**src/rtl/dsp_mode_ctrl_pkg.sv**
```systemverilog
// Shared display-mode definitions: mode codes, per-mode total H/V counts
// and FSM state encoding. Also used by the sync generator so the frame
// geometry is defined once.
package dsp_mode_ctrl_pkg;

    localparam int CNT_W = 11;

    localparam logic [1:0] MODE_VGA  = 2'd0;
    localparam logic [1:0] MODE_XGA  = 2'd1;
    localparam logic [1:0] MODE_SXGA = 2'd2;
    localparam logic [1:0] MODE_ILL  = 2'd3;

    // Total (active + blanking) counts per frame line / per frame
    localparam logic [CNT_W-1:0] VGA_HSC  = 11'd800;
    localparam logic [CNT_W-1:0] VGA_VSC  = 11'd525;
    localparam logic [CNT_W-1:0] XGA_HSC  = 11'd1344;
    localparam logic [CNT_W-1:0] XGA_VSC  = 11'd806;
    localparam logic [CNT_W-1:0] SXGA_HSC = 11'd1688;
    localparam logic [CNT_W-1:0] SXGA_VSC = 11'd1066;

    typedef enum logic [2:0] {
        ST_INIT      = 3'd0,
        ST_BLANK     = 3'd1,
        ST_SETTLE    = 3'd2,
        ST_RUN       = 3'd3,
        ST_WAIT_FEND = 3'd4
    } state_e;

    // Horizontal total for a mode; the illegal code falls back to VGA
    function automatic logic [CNT_W-1:0] mode_hsc(input logic [1:0] mode);
        case (mode)
            MODE_XGA:  return XGA_HSC;
            MODE_SXGA: return SXGA_HSC;
            default:   return VGA_HSC;
        endcase
    endfunction

    // Vertical total for a mode; the illegal code falls back to VGA
    function automatic logic [CNT_W-1:0] mode_vsc(input logic [1:0] mode);
        case (mode)
            MODE_XGA:  return XGA_VSC;
            MODE_SXGA: return SXGA_VSC;
            default:   return VGA_VSC;
        endcase
    endfunction

endpackage

```
**src/rtl/dsp_frame_end.sv**
```systemverilog
// Frame-end detector: compares the sync generator counters against the
// last pixel of the active mode. The raw condition feeds the mode FSM
// directly; the registered copy is the externally visible pulse.
module dsp_frame_end
    import dsp_mode_ctrl_pkg::*;
(
    input  logic             clk_i,
    input  logic             rst_ni,
    input  logic [CNT_W-1:0] hcnt_i,
    input  logic [CNT_W-1:0] vcnt_i,
    input  logic [1:0]       resol_i,
    input  logic             sync_rst_i,
    output logic             fe_cond_o,
    output logic             frame_end_o
);

    logic frame_end_q;
    logic frame_end_d;

    // Last-pixel match; counters are meaningless while the generator is in reset
    always_comb begin
        fe_cond_o   = (hcnt_i == (mode_hsc(resol_i) - 11'd1)) &&
                      (vcnt_i == (mode_vsc(resol_i) - 11'd1)) &&
                      !sync_rst_i;
        frame_end_d = fe_cond_o;
    end

    // One-cycle registered frame-end pulse
    always_ff @(posedge clk_i or negedge rst_ni) begin
        if (!rst_ni) begin
            frame_end_q <= 1'b0;
        end else begin
            frame_end_q <= frame_end_d;
        end
    end

    assign frame_end_o = frame_end_q;

endmodule

```
**src/rtl/dsp_mode_ctrl.sv**
```systemverilog
// Display mode controller: accepts mode-change requests, defers the switch
// to a frame boundary (with a watchdog fallback), holds the sync generator
// in reset across the change and re-enables the display after it settles.
module dsp_mode_ctrl
    import dsp_mode_ctrl_pkg::*;
#(
    parameter int RST_CYC    = 16,
    parameter int SETTLE_FRM = 2,
    parameter int TMO_W      = 21
) (
    input  logic             DCLK,
    input  logic             DRST_X,
    input  logic             REQ_VALID,
    input  logic [1:0]       REQ_RESOL,
    output logic             REQ_READY,
    input  logic [CNT_W-1:0] HCNT,
    input  logic [CNT_W-1:0] VCNT,
    output logic [1:0]       RESOL,
    output logic             SYNC_RST,
    output logic             DISPON,
    output logic             BUSY,
    output logic             FRAME_END,
    output logic             ERR
);

    localparam int RC_W = (RST_CYC > 1)    ? $clog2(RST_CYC)    : 1;
    localparam int FC_W = (SETTLE_FRM > 1) ? $clog2(SETTLE_FRM) : 1;

    state_e           state_q,    state_d;
    logic [1:0]       resol_q,    resol_d;
    logic [1:0]       pend_q,     pend_d;
    logic             sync_rst_q, sync_rst_d;
    logic             dispon_q,   dispon_d;
    logic             ready_q,    ready_d;
    logic             busy_q,     busy_d;
    logic             err_q,      err_d;
    logic [RC_W-1:0]  rst_cnt_q,  rst_cnt_d;
    logic [FC_W-1:0]  frm_cnt_q,  frm_cnt_d;
    logic [TMO_W-1:0] wdog_q,     wdog_d;

    logic fe_cond;
    logic accept;

    dsp_frame_end u_frame_end (
        .clk_i       (DCLK),
        .rst_ni      (DRST_X),
        .hcnt_i      (HCNT),
        .vcnt_i      (VCNT),
        .resol_i     (resol_q),
        .sync_rst_i  (sync_rst_q),
        .fe_cond_o   (fe_cond),
        .frame_end_o (FRAME_END)
    );

    // Next-state and registered-output logic for the mode sequencer
    always_comb begin
        state_d    = state_q;
        resol_d    = resol_q;
        pend_d     = pend_q;
        sync_rst_d = sync_rst_q;
        dispon_d   = dispon_q;
        err_d      = 1'b0;
        rst_cnt_d  = rst_cnt_q;
        frm_cnt_d  = frm_cnt_q;
        wdog_d     = wdog_q;
        accept     = REQ_VALID && ready_q;

        case (state_q)
            ST_INIT, ST_BLANK: begin
                if (rst_cnt_q == RC_W'(RST_CYC - 1)) begin
                    state_d    = ST_SETTLE;
                    sync_rst_d = 1'b0;
                    rst_cnt_d  = '0;
                    frm_cnt_d  = '0;
                end else begin
                    rst_cnt_d = rst_cnt_q + RC_W'(1);
                end
            end
            ST_SETTLE: begin
                if (fe_cond) begin
                    if (frm_cnt_q == FC_W'(SETTLE_FRM - 1)) begin
                        state_d   = ST_RUN;
                        dispon_d  = 1'b1;
                        frm_cnt_d = '0;
                    end else begin
                        frm_cnt_d = frm_cnt_q + FC_W'(1);
                    end
                end
            end
            ST_RUN: begin
                if (accept) begin
                    if (REQ_RESOL == MODE_ILL) begin
                        err_d = 1'b1;
                    end else if (REQ_RESOL != resol_q) begin
                        // A frame end in this same cycle is deliberately not used:
                        // the switch waits for the next one seen in WAIT_FEND.
                        pend_d  = REQ_RESOL;
                        state_d = ST_WAIT_FEND;
                        wdog_d  = '0;
                    end
                end
            end
            ST_WAIT_FEND: begin
                if (fe_cond || (wdog_q == {TMO_W{1'b1}})) begin
                    // Switch mode only while the sync generator is forced into reset
                    state_d    = ST_BLANK;
                    resol_d    = pend_q;
                    sync_rst_d = 1'b1;
                    dispon_d   = 1'b0;
                    rst_cnt_d  = '0;
                    wdog_d     = '0;
                    err_d      = !fe_cond;
                end else begin
                    wdog_d = wdog_q + TMO_W'(1);
                end
            end
            default: begin
                state_d = ST_INIT;
            end
        endcase

        ready_d = (state_d == ST_RUN);
        busy_d  = (state_d != ST_RUN);
    end

    // State and output registers; reset discards any pending mode
    always_ff @(posedge DCLK or negedge DRST_X) begin
        if (!DRST_X) begin
            state_q    <= ST_INIT;
            resol_q    <= MODE_VGA;
            pend_q     <= MODE_VGA;
            sync_rst_q <= 1'b1;
            dispon_q   <= 1'b0;
            ready_q    <= 1'b0;
            busy_q     <= 1'b1;
            err_q      <= 1'b0;
            rst_cnt_q  <= '0;
            frm_cnt_q  <= '0;
            wdog_q     <= '0;
        end else begin
            state_q    <= state_d;
            resol_q    <= resol_d;
            pend_q     <= pend_d;
            sync_rst_q <= sync_rst_d;
            dispon_q   <= dispon_d;
            ready_q    <= ready_d;
            busy_q     <= busy_d;
            err_q      <= err_d;
            rst_cnt_q  <= rst_cnt_d;
            frm_cnt_q  <= frm_cnt_d;
            wdog_q     <= wdog_d;
        end
    end

    assign RESOL     = resol_q;
    assign SYNC_RST  = sync_rst_q;
    assign DISPON    = dispon_q;
    assign REQ_READY = ready_q;
    assign BUSY      = busy_q;
    assign ERR       = err_q;

endmodule

```
**config.mk**
```make
export PLATFORM = sky130hd
export DESIGN_NAME = dsp_mode_ctrl
export DESIGN_NICKNAME = d
export VERILOG_FILES = /design/src/rtl/dsp_mode_ctrl_pkg.sv /design/src/rtl/dsp_frame_end.sv /design/src/rtl/dsp_mode_ctrl.sv
export SDC_FILE = /design/constraint.sdc
export NUM_CORES = 1
export LEC_CHECK = 0
export CORE_ASPECT_RATIO = 1.4
export CORE_MARGIN = 3
export CORE_UTILIZATION = 35
export CTS_CLUSTER_DIAMETER = 120
export DETAILED_ROUTE_END_ITERATION = 7
export SETUP_SLACK_MARGIN = 0.1
export SLEW_MARGIN = 20
export SYNTH_ARGS = -nofsm -noshare
export SYNTH_HDL_FRONTEND = slang
export SYNTH_SLANG_ARGS = --single-unit
```
**constraint.sdc**
```tcl
create_clock -name DCLK -period 3.6 [get_ports DCLK]
set_clock_uncertainty 0.1 [all_clocks]
set_input_delay 0.9 -clock DCLK [delete_from_list [all_inputs] [get_ports DCLK]]
set_output_delay 0.9 -clock DCLK [all_outputs]
set_load 0.02 [all_outputs]
```
==> metrics.md <==
| Metric | Value |
|---|---|
| Outcome | completed |
| CTS buffer count | 5 |
| Area growth from synthesis to layout | 20.6% |
| CP Launch Point | VCNT[1] |
| Mux contribution to synthesized area | 3.58% |
| Placement Rows | 34 |
| Maxcap violations | 0 |
| Worst Path Required | 3670 ps |
| Initial antenna violation count | 0 |
| Yosys warns | 0 |
| Final hold vios | 0 |
| Commonest non-fill, non-tap cell in the layout | dfrtp_1 |
| Library cells used by synthesis | 58 |
| Final setup violation count | 0 |
| Commonest non-fill, non-tap cells in the layout | dfrtp_1, clkdlybuf4s50_1, nand2_1 |
| First-pass GRT wire length | 9980 um |
| Slew HR | 40.8% |
| Initial drt markers | 87 |
| Min-delay src | DISPON$_DFFE_PN0P_ |
| Startpoint types | primary input |
| Peak VDD IR | 0.225 mV |
| HPWL Detailed | 4480 um |
| Critical path endpoint category | flop |
| Synth Area in Simple Gates | 26.6% |
| Setup bufs post-CTS | 0 |
| Initial core utilization | 37.3% |
| CTS tree | yes |
| Reg2Reg Launch Point | RESOL[0]$_DFFE_PN0P_ |
| Post_cts resized | 0 |
| Register area | 978 um2 |
| Multi-input logic area | 1320 um2 |
| Initial DRT Pass Iterations | 4 |
| Mean Syn Cell Area | 9.08 um2 |
| Worst EP arrival | 3150 ps |
| Syn nets | 295 |
| Drt via density | 5.74 |
| Tmin final | 3080 ps |
| Asr flop ratio synth | 100% |
| Synth Area in Compound Gates | 20.9% |
| Final Cycle Share | 85.6% |
| # IOs | 35 |
| Inst Count DP | 364 |
| Post-synthesis xor/xnor area fraction | 1.10% |
| Final ANT Viol Nets | 0 |
| WHS | 400 ps |
| Worst Tran Pin Value | 888 ps |
| Largest net degree at the start of global routing | 40 |
| WL final | 6050 um |
| Cell Area, Synth | 2380 um2 |
| Largest family of logic cells by synthesized area | simple AND/OR/NAND/NOR gates |
| Pwr Density | 428 nW/um2 |
| Slew Limit Fails | 0 |
| Setup ws final | 517 ps |
| Number of synthesized register bits | 39 |
| WS Path Type | primary input to flop |
| Cts hold-fix bufs | 0 |
| Pleak | 1.18 nW |
| Clock tree root driver cell | clkbuf_8 |
| HP Class | flop to flop |
| Routed length per instance | 16.3 um |
| Routed via count | 2137 |
| Die Width | 75.7 um |
| Adder-Cell Fraction of Synth Area | 3.16% |
| Gr usage total | 16.2% |
| Reg clk slew, reported paths | 70 ps |
| H-Tree Depth | 2 |
| CTS sink cnt | 39 |
| Clk buf depth | 2 |
| Gpl congestion | 0.803 |
| Layout cell share with drive strength beyond 1 | 7.67% |
| NumNets Final | 332 |
| Primary FF master, synth | dfrtp_1 |
| CP max FO | 3 |
| EDFF count, synth | 0 |
| Fmax | 324 MHz |
| RSZ-0062 raised after global routing | false |
| Insertion delay to the later sink of the worst-skew pair | 290 ps |
| Post-route insts no fill | 372 |
| Fillers | 616 |
| GRT Residual Overflow | 0 |
| DR DRC count | 0 |
| Ant diodes | 0 |
| Vias in the first global route | 2159 |
| Synth Instances | 262 |
| Port Buffers | 34 |
| Core Area | 6380 um2 |
| Final setup TNS | 0 ps |
| Setup WS pre-CTS | 216 ps |
| Die height | 104 um |
| Sequential area share after synthesis | 41.1% |
| Die area | 7830 um2 |
-- where the power goes --
| part | switching [mW] | internal (mW) |
|---|---|---|
| registers | 0.113 | 0.537 |
| logic | 0.143 | 0.145 |
| clock network | 0.152 | 0.136 |
-- cell type report --
cell class	instances	area share (%)
sequential	39	34.1
clock inverter	1	0.174
multi-input combinational	204	45.9
clock buffer	7	2.66
tap	72	3.14
timing repair buffer	37	12.5
inverter	12	1.57
-- sequential cells by signal, indices dropped and copies added, names as in the netlist --
register / count
wdog_q: 21
rst_cnt_q: 4
state_q: 3
RESOL: 2
pend_q: 2
BUSY: 1
DISPON: 1
ERR: 1
REQ_READY: 1
SYNC_RST: 1
frm_cnt_q: 1
u_frame_end.frame_end_o: 1
-- synth_stat cells, types with 4 or more instances --
| master | n | area share, % |
|---|---|---|
| mux2i_1 | 4 | 1.7 |
| o31ai_1 | 4 | 1.3 |
| nand4_1 | 5 | 1.3 |
| nor3_1 | 6 | 1.3 |
| nand3_1 | 18 | 3.8 |
| dfrtp_1 | 37 | 39 |
| a31oi_1 | 8 | 2.1 |
| o21ai_0 | 11 | 2.3 |
| clkbuf_1 | 4 | 0.63 |
| ha_1 | 6 | 3.2 |
| o22ai_1 | 4 | 1.1 |
| a21oi_1 | 5 | 1.1 |
| nand2b_1 | 5 | 1.3 |
| inv_1 | 12 | 1.9 |
| nand2_1 | 26 | 4.1 |
| a21o_1 | 9 | 2.8 |
| nor2_1 | 20 | 3.2 |
| nor4b_1 | 4 | 1.5 |
| and3_1 | 4 | 1.1 |
-- through the flow --
step / instance area [um2] / power (mW) / util [%]
2_1_floorplan: 2380 / 0.827 / -
3_3_place_gp: 2790 / 0.932 / 43.7
3_5_place_dp: 2790 / 0.946 / 43.7
4_1_cts: 2870 / 1.24 / 45.0
5_1_grt: 2870 / 1.32 / 45.0
6_report: 2870 / 1.23 / 45.0
-- worst max-delay path, stage by stage --
cell and delay [ps]:
clkdlybuf4s50_1 410, or4b_1 520, a2111o_1 290, a211o_1 280, nor2_1 200, o21a_1 220, mux2_1 330
-- cell families (layout without fill, tap and decap cells) --
| kind of cell | count (synthesis) | after routing |
|---|---|---|
| muxes | 8 | 8 |
| buffers and inverters | 19 | 57 |
| xor gates and xnor gates | 3 | 3 |
| adders and majority gates | 6 | 6 |
| and+or+nand+nor | 117 | 117 |
| DFF | 39 | 39 |
| AOI/OAI and AO/OA | 70 | 70 |
-- path summary, 6_finish.rpt --
path	to	cells after the start	slack, ps
setup / recovery	RESOL[1]$_DFFE_PN0P_	7	520
hold / removal	DISPON$_DFFE_PN0P_	2	400
setup reg to reg	wdog_q[9]$_DFFE_PN0P_	8	750
hold reg to reg	DISPON$_DFFE_PN0P_	2	400
max in group asynchronous	wdog_q[9]$_DFFE_PN0P_	1	2210
min in group asynchronous	wdog_q[17]$_DFFE_PN0P_	1	630
-- layer usage --
layer  part of all wire (%)  global-route usage, %  wire, um
met1                     42                   18.4      2540
met4                    3.0                   6.13       181
met3                    6.1                   3.39       368
met2                     49                   28.4      2960
met5                      0                      0         0
Power figures use the tool's default switching activity.
